--- src/rtl/angle_range_reducer_pkg.sv ---
// -----------------------------------------------------------------------------
// cordic_pkg
// Shared types and helpers for the CORDIC angle front-end.
//   state_e : FSM encoding for angle_range_reducer
//   deg_fix : whole-degree constant expressed in unsigned fixed point
// -----------------------------------------------------------------------------
package cordic_pkg;

  typedef enum logic [1:0] {
    ST_IDLE = 2'd0,
    ST_WRAP = 2'd1,
    ST_QUAD = 2'd2,
    ST_DONE = 2'd3
  } state_e;

  // Whole degrees shifted into FRAC fractional bits; exact, no rounding.
  function automatic int unsigned deg_fix(input int unsigned deg, input int unsigned frac);
    return deg << frac;
  endfunction

endpackage

--- src/rtl/angle_range_reducer_if.sv ---
// -----------------------------------------------------------------------------
// angle_range_reducer_if
// Handshake/data bundle of the angle range reducer.
//   in_valid/in_ready/phi_veer_in : host side, sign-magnitude angle in degrees
//   out_valid/out_ready           : result handshake towards the CORDIC core
//   phi_veer_out, quarter         : first-quadrant residual and quadrant
//   swap, neg_cos, neg_sin        : reconstruction flags for the back-end
//   range_err                     : unsupported magnitude (no-wrap builds only)
// Modports: slave = reducer, master = host/back-end driving the inputs.
// -----------------------------------------------------------------------------
interface angle_range_reducer_if #(
  parameter int PHI_WIDTH = 22
);

  logic                 in_valid;
  logic                 in_ready;
  logic [PHI_WIDTH-1:0] phi_veer_in;
  logic                 out_valid;
  logic                 out_ready;
  logic [PHI_WIDTH-1:0] phi_veer_out;
  logic [1:0]           quarter;
  logic                 swap;
  logic                 neg_cos;
  logic                 neg_sin;
  logic                 range_err;

  modport slave (
    input  in_valid, phi_veer_in, out_ready,
    output in_ready, out_valid, phi_veer_out, quarter, swap, neg_cos, neg_sin, range_err
  );

  modport master (
    output in_valid, phi_veer_in, out_ready,
    input  in_ready, out_valid, phi_veer_out, quarter, swap, neg_cos, neg_sin, range_err
  );

endinterface

--- src/rtl/angle_range_reducer_quadrant_map.sv ---
// -----------------------------------------------------------------------------
// quadrant_map
// Combinational mapping of a folded angle in [0, 360) degrees to its quadrant,
// first-quadrant residual and cos/sin reconstruction flags.
//   angle_i    : folded magnitude, unsigned fixed point (FRAC_WIDTH frac bits)
//   quarter_o  : 0..3
//   residual_o : angle_i - 90*quarter_o
//   swap_o / neg_cos_o / neg_sin_o : back-end flags
// -----------------------------------------------------------------------------
module quadrant_map
  import cordic_pkg::*;
#(
  parameter int PHI_WIDTH  = 22,
  parameter int FRAC_WIDTH = 12
) (
  input  logic [PHI_WIDTH-2:0] angle_i,
  output logic [1:0]           quarter_o,
  output logic [PHI_WIDTH-2:0] residual_o,
  output logic                 swap_o,
  output logic                 neg_cos_o,
  output logic                 neg_sin_o
);

  localparam int MW = PHI_WIDTH - 1;
  localparam logic [MW-1:0] C90  = MW'(deg_fix(90,  FRAC_WIDTH));
  localparam logic [MW-1:0] C180 = MW'(deg_fix(180, FRAC_WIDTH));
  localparam logic [MW-1:0] C270 = MW'(deg_fix(270, FRAC_WIDTH));

  always_comb begin
    quarter_o  = 2'd0;
    residual_o = angle_i;
    if (angle_i >= C270) begin
      quarter_o  = 2'd3;
      residual_o = angle_i - C270;
    end else if (angle_i >= C180) begin
      quarter_o  = 2'd2;
      residual_o = angle_i - C180;
    end else if (angle_i >= C90) begin
      quarter_o  = 2'd1;
      residual_o = angle_i - C90;
    end
  end

  // q1: swap,neg_cos  q2: neg_cos,neg_sin  q3: swap,neg_sin
  assign swap_o    = quarter_o[0];
  assign neg_cos_o = quarter_o[1] ^ quarter_o[0];
  assign neg_sin_o = quarter_o[1];

endmodule

--- src/rtl/angle_range_reducer.sv ---
// -----------------------------------------------------------------------------
// angle_range_reducer
// Folds a sign-magnitude angle (degrees) into [0, 360), classifies the quadrant
// and emits the first-quadrant residual plus swap/neg_cos/neg_sin flags.
//   clk    : clock, rising edge
//   rst    : asynchronous reset, active low
//   enable : global enable, freezes FSM and all registers when low
//   bus    : angle_range_reducer_if.slave (valid/ready in, valid/ready out)
// Build option ANGLE_REDUCER_WRAP_EN: when defined, magnitudes >= 360 degrees
// are reduced by repeated subtraction in a WRAP state; when undefined, such
// inputs complete immediately with range_err set and zeroed results.
//
// state   | meaning
// IDLE    | waiting for an input angle, in_ready high
// WRAP    | subtracting 360 degrees until magnitude < 360 (wrap builds only)
// QUAD    | fold, classify, register results, raise out_valid
// DONE    | holding result until out_ready
// -----------------------------------------------------------------------------
module angle_range_reducer
  import cordic_pkg::*;
#(
  parameter int PHI_WIDTH  = 22,
  parameter int FRAC_WIDTH = 12
) (
  input logic                  clk,
  input logic                  rst,
  input logic                  enable,
  angle_range_reducer_if.slave bus
);

  localparam int MW = PHI_WIDTH - 1;
  localparam logic [MW-1:0] C360 = MW'(deg_fix(360, FRAC_WIDTH));

  // Fewer than 9 integer bits cannot represent 360 degrees.
  generate
    if (PHI_WIDTH - 1 - FRAC_WIDTH < 9) begin : g_width_check
      $error("angle_range_reducer: needs at least 9 integer bits");
    end
  endgenerate

  state_e          state_q;
  logic            sign_q;
  logic [MW-1:0]   mag_q;
  logic [MW-1:0]   phi_out_q;
  logic [1:0]      quarter_q;
  logic [2:0]      flags_q;
  logic            range_err_q;
  logic            out_valid_q;

  logic [MW-1:0]   folded;
  logic [MW-1:0]   residual;
  logic [1:0]      quarter;
  logic            swap, neg_cos, neg_sin;

  logic [MW-1:0]   phi_out_d;
  logic [1:0]      quarter_d;
  logic [2:0]      flags_d;
  logic            range_err_d;

  // Negative zero stays at +0 instead of folding to 360.
  assign folded = (sign_q && (mag_q != '0)) ? (C360 - mag_q) : mag_q;

  quadrant_map #(
    .PHI_WIDTH  (PHI_WIDTH),
    .FRAC_WIDTH (FRAC_WIDTH)
  ) u_quadrant_map (
    .angle_i    (folded),
    .quarter_o  (quarter),
    .residual_o (residual),
    .swap_o     (swap),
    .neg_cos_o  (neg_cos),
    .neg_sin_o  (neg_sin)
  );

  always_comb begin
    phi_out_d   = residual;
    quarter_d   = quarter;
    flags_d     = {swap, neg_cos, neg_sin};
    range_err_d = 1'b0;
`ifdef ANGLE_REDUCER_WRAP_EN
    // WRAP guarantees the magnitude is already below 360 here.
`else
    if (mag_q >= C360) begin
      phi_out_d   = '0;
      quarter_d   = 2'd0;
      flags_d     = 3'b000;
      range_err_d = 1'b1;
    end
`endif
  end

  always_ff @(posedge clk or negedge rst) begin
    if (!rst) begin
      state_q     <= ST_IDLE;
      sign_q      <= 1'b0;
      mag_q       <= '0;
      phi_out_q   <= '0;
      quarter_q   <= 2'd0;
      flags_q     <= 3'b000;
      range_err_q <= 1'b0;
      out_valid_q <= 1'b0;
    end else if (enable) begin
      case (state_q)
        ST_IDLE: begin
          if (bus.in_valid) begin
            sign_q  <= bus.phi_veer_in[PHI_WIDTH-1];
            mag_q   <= bus.phi_veer_in[MW-1:0];
`ifdef ANGLE_REDUCER_WRAP_EN
            state_q <= ST_WRAP;
`else
            state_q <= ST_QUAD;
`endif
          end
        end
`ifdef ANGLE_REDUCER_WRAP_EN
        ST_WRAP: begin
          if (mag_q >= C360) begin
            mag_q <= mag_q - C360;
          end else begin
            state_q <= ST_QUAD;
          end
        end
`endif
        ST_QUAD: begin
          phi_out_q   <= phi_out_d;
          quarter_q   <= quarter_d;
          flags_q     <= flags_d;
          range_err_q <= range_err_d;
          out_valid_q <= 1'b1;
          state_q     <= ST_DONE;
        end
        ST_DONE: begin
          if (bus.out_ready) begin
            out_valid_q <= 1'b0;
            state_q     <= ST_IDLE;
          end
        end
        default: state_q <= ST_IDLE;
      endcase
    end
  end

  assign bus.in_ready     = rst & enable & (state_q == ST_IDLE);
  assign bus.out_valid    = out_valid_q;
  assign bus.phi_veer_out = {1'b0, phi_out_q};
  assign bus.quarter      = quarter_q;
  assign bus.swap         = flags_q[2];
  assign bus.neg_cos      = flags_q[1];
  assign bus.neg_sin      = flags_q[0];
  assign bus.range_err    = range_err_q;

endmodule

--- src/flat_wrapper.sv ---
// flat-port wrapper written by rule: the top's interface ports become plain ports
module angle_range_reducer_flat import cordic_pkg::*;
#(
  parameter int PHI_WIDTH  = 22,
  parameter int FRAC_WIDTH = 12
)
  (clk, rst, enable, bus_in_valid, bus_phi_veer_in, bus_out_ready, bus_in_ready, bus_out_valid, bus_phi_veer_out, bus_quarter, bus_swap, bus_neg_cos, bus_neg_sin, bus_range_err);
  angle_range_reducer_if #(.PHI_WIDTH(PHI_WIDTH)) bus_i ();
  input logic clk;
  input logic rst;
  input logic enable;
  input wire logic [$bits(bus_i.in_valid)-1:0] bus_in_valid;
  input wire logic [$bits(bus_i.phi_veer_in)-1:0] bus_phi_veer_in;
  input wire logic [$bits(bus_i.out_ready)-1:0] bus_out_ready;
  output wire logic [$bits(bus_i.in_ready)-1:0] bus_in_ready;
  output wire logic [$bits(bus_i.out_valid)-1:0] bus_out_valid;
  output wire logic [$bits(bus_i.phi_veer_out)-1:0] bus_phi_veer_out;
  output wire logic [$bits(bus_i.quarter)-1:0] bus_quarter;
  output wire logic [$bits(bus_i.swap)-1:0] bus_swap;
  output wire logic [$bits(bus_i.neg_cos)-1:0] bus_neg_cos;
  output wire logic [$bits(bus_i.neg_sin)-1:0] bus_neg_sin;
  output wire logic [$bits(bus_i.range_err)-1:0] bus_range_err;
  assign bus_i.in_valid = bus_in_valid;
  assign bus_i.phi_veer_in = bus_phi_veer_in;
  assign bus_i.out_ready = bus_out_ready;
  assign bus_in_ready = bus_i.in_ready;
  assign bus_out_valid = bus_i.out_valid;
  assign bus_phi_veer_out = bus_i.phi_veer_out;
  assign bus_quarter = bus_i.quarter;
  assign bus_swap = bus_i.swap;
  assign bus_neg_cos = bus_i.neg_cos;
  assign bus_neg_sin = bus_i.neg_sin;
  assign bus_range_err = bus_i.range_err;
  angle_range_reducer #(.PHI_WIDTH(PHI_WIDTH), .FRAC_WIDTH(FRAC_WIDTH)) u_core (.clk(clk), .rst(rst), .enable(enable), .bus(bus_i));
endmodule
--- config.mk ---
export PLATFORM = sky130hd
export DESIGN_NAME = angle_range_reducer_flat
export DESIGN_NICKNAME = d
export VERILOG_FILES = /design/src/rtl/angle_range_reducer_pkg.sv /design/src/rtl/angle_range_reducer_if.sv /design/src/rtl/angle_range_reducer_quadrant_map.sv /design/src/rtl/angle_range_reducer.sv /design/src/flat_wrapper.sv
export SDC_FILE = /design/constraint.sdc
export NUM_CORES = 1
export LEC_CHECK = 0
export ABC_AREA = 1
export CORE_ASPECT_RATIO = 1.25
export CORE_MARGIN = 2
export CORE_UTILIZATION = 62
export DETAILED_ROUTE_END_ITERATION = 12
export DONT_BUFFER_PORTS = 1
export PLACE_DENSITY = 0.78
export SETUP_SLACK_MARGIN = 0.1
export SKIP_CTS_REPAIR_TIMING = 1
export SLEW_MARGIN = 20
export SYNTH_ARGS = -nofsm -noshare
export SYNTH_HDL_FRONTEND = slang
export SYNTH_SLANG_ARGS = --single-unit
--- constraint.sdc ---
create_clock -name clk -period 3.1 [get_ports clk]
set_input_delay 0.465 -clock clk [delete_from_list [all_inputs] [get_ports clk]]
set_output_delay 0.465 -clock clk [all_outputs]
set_load 0.01 [all_outputs]
==> results of run 1 <==
==> registers in the layout, indices dropped and copies added, names as in the netlist <==
name / flops
u_core.mag_q: 21
u_core.phi_out_q: 21
u_core.flags_q: 2
u_core.state_q: 2
u_core.bus.out_valid: 1
u_core.bus.quarter: 1
u_core.bus.range_err: 1
u_core.sign_q: 1
==> layer usage <==
layer / wire (um) / track usage (%) / vias up
li1: - / - / 1422
met1: 3060 / 31.2 / 1324
met2: 3690 / 43.8 / 121
met3: 452 / 4.99 / 19
met4: 179 / 10.9 / 0
met5: 0 / 0 / -
==> cell type report <==
cell class / count / area [um2] / area share, %
repair buffers: 6 / 67.6 / 1.94
multi-input cells: 342 / 1840 / 52.8
inverters: 35 / 131 / 3.77
flip-flops and latches: 50 / 1250 / 35.9
clock buffers: 5 / 68.8 / 1.97
well taps: 62 / 77.6 / 2.23
clock inverters: 3 / 47.5 / 1.36
==> logic make-up after synthesis <==
logic type | count (synthesis) | share of synthesized area, %
multiplexers | 11 | 3.77
AND/OR/NAND/NOR | 252 | 34.2
AO/OA/AOI/OAI | 57 | 11.2
buffers and inverters | 48 | 6.86
adder cells (fa/ha/maj) | 4 | 1.53
XOR/XNOR | 16 | 4.27
other | 1 | 0.114
flip-flops | 50 | 38.1
==> through the flow <==
step	utilization (%)	total power (W)	setup slack (ns)	cell area (um2)	cells
final	68.6	0.00424	0.397	3480	503
after global routing	68.6	0.00462	0.141	3480	503
after floorplan	-	0.00323	0.717	3280	439
after detailed placement	64.6	0.00366	0.119	3280	490
after global placement	64.6	0.00361	0.185	3280	490
after CTS	66.9	0.00414	0.0887	3400	498
==> final timing paths <==
path	end	depth (start not counted)
min in group asynchronous	u_core.state_q[0]	2
min	u_core.mag_q[7]	1
min reg2reg	u_core.phi_out_q[20]	2
max	u_core.phi_out_q[14]	18
max in group asynchronous	u_core.mag_q[20]	2
max reg2reg	u_core.phi_out_q[14]	18
==> where the power goes <==
| part | internal, W | switching [W] |
|---|---|---|
| Combinational | 0.000883 | 0.00158 |
| Sequential | 0.000930 | 0.000374 |
| Clock | 0.000245 | 0.000225 |
| Total | 0.00206 | 0.00218 |
==> cell usage in the layout (no fill, tap or decap), types with 4 or more instances in the layout <==
cell and instances:
mux2_2 11, nand4_1 4, nand2_4 4, nor2_1 63, nor2_2 4, a22o_1 8, a21oi_1 18, o21ai_0 14
nand2_2 14, dfrtp_1 50, buf_4 4, nor2_4 5, clkbuf_8 5, inv_2 7, nand3_1 28, inv_1 26
o21ai_1 4, nand2_1 123, xor2_1 13
==> critical path, stage by stage (launching register included) <==
cell and delay, ns:
dfrtp_1 0.39, inv_1 0.12, ha_2 0.23, nand2_2 0.09
nor2_4 0.18, nand3_4 0.16, nand2_8 0.16, nand2_1 0.08
o21ai_2 0.16, ha_1 0.25, nand2_1 0.11, nand3_2 0.14
o21ai_4 0.08, inv_2 0.13, o21ai_2 0.07, nand2_1 0.06
clkinv_1 0.06, o21ai_1 0.08, nand2_1 0.06
==> implementation parameters, run 1 <==
Parameter                              Value

Synthesis
  Number of enable flip-flop cells after synthesis    0
  List of most frequent post-synthesis cells    124 x nand2_1, 64 x nor2_1, 50 x dfrtp_1
  Gate count after technology mapping    439
  Register bit total from synthesis    50
  Warnings from Yosys    0
  Share of async-settable or async-resettable flops after synthesis    100%
  Prevailing post-synth register cell    dfrtp_1
  Top cells by area, synth    dfrtp_1 38%, nand2_1 14%, nor2_1 7.3%
  Portion of the post-synthesis area used by sequential elements    38.1%
  Most area-hungry cell type in the Yosys netlist    dfrtp_1
  Yosys top cell area share    38.1%
  Mapped Nets    470
  Syn avg cell area    7.48 um2
  Netlist area before placement    3280 um2
  Distinct cell type count of the synthesized netlist    38
  Most used standard cell by instance count after synthesis    nand2_1

Flow run
  Max_cap viols    0

Drt
  Number of vias in the routed layout    2886
  First-pass iteration count of the detailed router    5
  Total wire length    7380 um
  Detail-routed via count per cell    5.74
  Antenna Violating Nets Remaining    0
  Routed wirelength normalized by instance count    14.7 um
  DRC Markers    0
  Number of DRC markers in iteration 0    258

STA
  Final hold violation count    0
  Max Clk Rate    370 MHz
  Worst Tran Pin Value    0.924 ns
  Unrepaired setup endpoints after global routing    false
  Final setup viols    0
  Worst rel slew slack    38.2%
  Aggregate negative setup slack    0 ns
  Fraction of the cycle the final worst path needs    87.2%
  Slew Viols, Final    0
  Hold slack    0.301 ns
  Worst-case clock skew    0.0151 ns
  Period minus WS final    2.70 ns

Floorplan
  Count of boundary I/O pins    57
  Height of the die    85.3 um
  Die Footprint    5900 um2
  Core Rows    29
  Initial Utilization    64.6%
  Die span in x    69.1 um
  Floorplan core area    5080 um2

Placement
  Gp weighted congestion    0.899
  Number of I/O port buffers    0
  Total half-perimeter wirelength after legalization and detailed placement    5500 um

Worst setup path
  Crit path launch    u_core.mag_q[1]
  Critical path class    reg2reg
  Reg2reg setup slack    0.40 ns
  Element type at the critical path start    flip-flop
  Category of the worst setup path capture point    flip-flop
  Endpoint arrival time on the critical path    2.90 ns
  Required arrival time at the worst endpoint    3.30 ns
  Critical-path maximum fanout    11
  Startpoint of the worst-slack reg-to-reg timing path    u_core.mag_q[1]

Cells and area
  Layout-stage area growth over the synthesis result    6.18%
  Filler cell count    431
  Ant diodes    0
  Count of nets after finishing    471
  Share of final-layout standard cells stronger than drive strength 1    15.0%

CTS
  Max Root-Sink Buffers    2
  Total CTS buffers    5
  Worst skew pair latency    0.31 ns
  Number of clock sinks seen by CTS    50
  Clock Root Buffer    clkbuf_8
  Clock input transition at the sequential cells of the worst setup and hold paths    0.09 ns
  Number of levels in the clock H-tree    2
  CTS tree    built

Worst hold path
  HP Start    bus_phi_veer_in[7]
  Hold WC Path Type    in2reg

Global routing
  Largest net degree at the start of global routing    52
  Total global routing track utilization    25.5%
  Vias in the first global route    2685
  Overflow left after global routing    0
  Initial antenna violation count    0
  First-pass GRT wire length    12200 um

Pwr
  Leakage power total    1.69 nW
  Total power per unit cell area    1220 nW/um2
  Peak supply drop    0.000564 V

Outcome
  Run status    finished, final reports clean
Note: power is estimated with default switching activity, not from simulation.
==> run 2, diff against run 1 <==
Settings changed: SYNTH_HIERARCHICAL from default to 1.
==> implementation parameters, run 2 <==
Parameter                              Value

Outcome
  Run status    finished, final reports clean

Cells and area
  Filler cell count    534
  Ant diodes    0
  Register area    1300 um2
  Leading cell type in the layout, fill and taps excluded    nand2_1
  Registers with the most flip-flops    u_core/mag_q: 21 flops, u_core/phi_out_q: 21 flops, u_core/flags_q: 3 flops
  Top library cells by usage in the layout, fill and taps aside    160 x nand2_1, 54 x nor2_1, 52 x dfrtp_1
  Layout-stage area growth over the synthesis result    7.08%
  Share of final-layout standard cells stronger than drive strength 1    25.5%
  Count of nets after finishing    575
  Area used by multi-input combinational logic    2270 um2

Worst setup path
  Category of the worst setup path capture point    flip-flop
  Startpoint of the worst-slack reg-to-reg timing path    u_core/mag_q[0]
  Chain of cells forming the critical path    inv_2 > ha_2 > nand3_2 > nor2_4 > nand2_2 > nand2_2 > nand2_2 > buf_4 > nand3_1 > nand2_1 > nor2_2 > nand2_2 > nor2_1 > nand3_2 > nand2_4 > inv_6 > nand2_4 > nand2_2 > nand2_1 > nand2_1 > nand2_1 > o21ai_2
  CP max stage delay    0.41 ns
  Buffers & Inverters on Critical Path    3
  Length in cells of the worst reg-to-reg path    22
  Critical path class    reg2reg
  WP depth    22
  Critical-path maximum fanout    18
  Crit path launch    u_core/mag_q[0]
  Family with the most delay on the worst path    simple AND/OR/NAND/NOR gates
  Element type at the critical path start    flip-flop
  Endpoint arrival time on the critical path    3.08 ns
  Critical-path top delay cell    dfrtp_1
  Required arrival time at the worst endpoint    3.29 ns
  Crit-path most repeated cell    nand2_2

Synthesis
  Prevailing post-synth register cell    dfrtp_1
  Syn avg cell area    7.26 um2
  Gate count after technology mapping    538
  Distinct cell type count of the synthesized netlist    42
  Register bit total from synthesis    52
  Most area-hungry cell type in the Yosys netlist    dfrtp_1
  Yosys top cell area share    33.3%
  Portion of the post-synthesis area used by sequential elements    33.3%
  Share of async-settable or async-resettable flops after synthesis    100%
  Mapped Nets    572
  Top cells by area, synth    dfrtp_1 33%, nand2_1 16%, nor2_1 5.4%
  List of most frequent post-synthesis cells    170 x nand2_1, 56 x nor2_1, 52 x dfrtp_1
  Most used standard cell by instance count after synthesis    nand2_1
  Warnings from Yosys    6
  Netlist area before placement    3910 um2
  Number of enable flip-flop cells after synthesis    0

Drt
  DRC Markers    0
  Number of vias in the routed layout    3403
  Routed wirelength normalized by instance count    14.1 um
  Detail-routed via count per cell    5.43
  Antenna Violating Nets Remaining    0
  Total wire length    8860 um
  First-pass iteration count of the detailed router    5
  Number of DRC markers in iteration 0    206

CTS
  CTS tree    built
  Worst skew pair latency    0.31 ns
  Number of clock sinks seen by CTS    52
  Clock input transition at the sequential cells of the worst setup and hold paths    0.10 ns
  Max Root-Sink Buffers    2
  Number of levels in the clock H-tree    2
  Clock Root Buffer    clkbuf_8
  Total CTS buffers    5

Floorplan
  Core Rows    32
  Die Footprint    6960 um2
  Count of boundary I/O pins    57
  Height of the die    92.7 um
  Die span in x    75.0 um
  Initial Utilization    63.8%
  Floorplan core area    6130 um2

Global routing
  Total global routing track utilization    25.8%
  Global Route met3 Usage    5.33%
  Met2 GRT Util    42.0%
  First-pass GRT wire length    14100 um
  Overflow left after global routing    0
  Largest net degree at the start of global routing    54
  Vias in the first global route    3175
  Layer with the highest usage    met2
  Met1 Usage GRT    30.5%
  Initial antenna violation count    0

Worst hold path
  Hold WC Path Type    in2reg
  HP Start    bus_phi_veer_in[8]
  Hold Crit Depth    1

STA
  Worst rel slew slack    65.9%
  Fraction of the cycle the final worst path needs    93.1%
  Final hold violation count    0
  Worst Tran Pin Value    0.511 ns
  Final setup viols    0
  Unrepaired setup endpoints after global routing    true
  Max Clk Rate    346 MHz
  Aggregate negative setup slack    0 ns
  Worst-case clock skew    0.00700 ns
  Period minus WS final    2.89 ns
  Slew Viols, Final    0

Placement
  Gp weighted congestion    0.923
  Total half-perimeter wirelength after legalization and detailed placement    6530 um
  Number of I/O port buffers    0

Flow run
  Max_cap viols    0
run 2: changes by cell type after synthesis, sizes merged, moves of 3 or more:
cell   delta
nand2    +42
buf      +22
o21ai    +16
nand3    +11
a21oi    +10
inv      +10
a22o      -8
mux2      -6
a31oi     -3
ha        +3
run 2: metrics by stage:
stage / hold slack, ns / instance area, um2 / utilization (%) / std cells / setup WS, ns
after floorplan: 0.169 / 3910 / - / 538 / 0.262
after global placement: 0.171 / 3880 / 63.3 / 605 / 0.177
after detailed placement: 0.171 / 3880 / 63.3 / 605 / 0.123
after CTS: -0.176 / 3970 / 64.8 / 613 / 0.0496
after global routing: 0.274 / 4180 / 68.3 / 627 / 0.0506
final: 0.299 / 4180 / 68.3 / 627 / 0.213
run 2: cells by family after synthesis:
logic type	after synthesis	share of synthesized area [%]
AOI/OAI and AO/OA	69	11.3
xor gates and xnor gates	17	3.81
adders and majority gates	7	2.24
buffers and inverters	79	11.1
DFF	52	33.3
muxes	5	1.44
other	1	0.0960
and+or+nand+nor	308	36.6
run 2: routing by layer:
layer  up-vias  wire, um  share of wire, %
met1      1535      3580                40
met4         0       504               5.7
met2       133      4330                49
met3        48       434               4.9
met5         -         0                 0
li1       1687         -                 -
run 2: final cells by class:
class	instances	share of cell area, %
Inverter	45	4.28
Clock inverter	3	0.598
Multi-Input combinational cell	409	54.2
Sequential cell	52	31.1
Timing Repair Buffer	28	5.65
Clock buffer	5	1.65
Tap cell	85	2.54
run 2: worst paths after layout:
| path | to | slack [ns] |
|---|---|---|
| hold / removal | u_core/mag_q[8] | 0.30 |
| hold reg to reg | u_core/bus.out_valid | 0.55 |
| min in group asynchronous | u_core/phi_out_q[1] | 0.67 |
| setup reg to reg | u_core/phi_out_q[13] | 0.21 |
| setup / recovery | u_core/phi_out_q[13] | 0.21 |
| max in group asynchronous | u_core/mag_q[18] | 2.21 |
run 2: worst register-to-register path, cell delays in order (launching register included):
cell	delay [ns]
dfrtp_1	0.41
inv_2	0.08
ha_2	0.18
nand3_2	0.10
nor2_4	0.15
nand2_2	0.10
nand2_2	0.09
nand2_2	0.09
buf_4	0.21
nand3_1	0.10
nand2_1	0.13
nor2_2	0.14
nand2_2	0.08
nor2_1	0.15
nand3_2	0.16
nand2_4	0.15
inv_6	0.06
nand2_4	0.06
nand2_2	0.06
nand2_1	0.06
nand2_1	0.05
nand2_1	0.09
o21ai_2	0.07
Power of run 2 is not shown: default switching activity piles up to over one toggle a cycle in this logic, so the estimate is an artifact.
==> run 3, diff against run 2 <==
Settings changed: CTS_CLUSTER_DIAMETER from default to 120.
==> results of run 3 <==
Final layout, timing and power as in run 2 (identical DEF).
Power of run 3 is left out for the same reason.
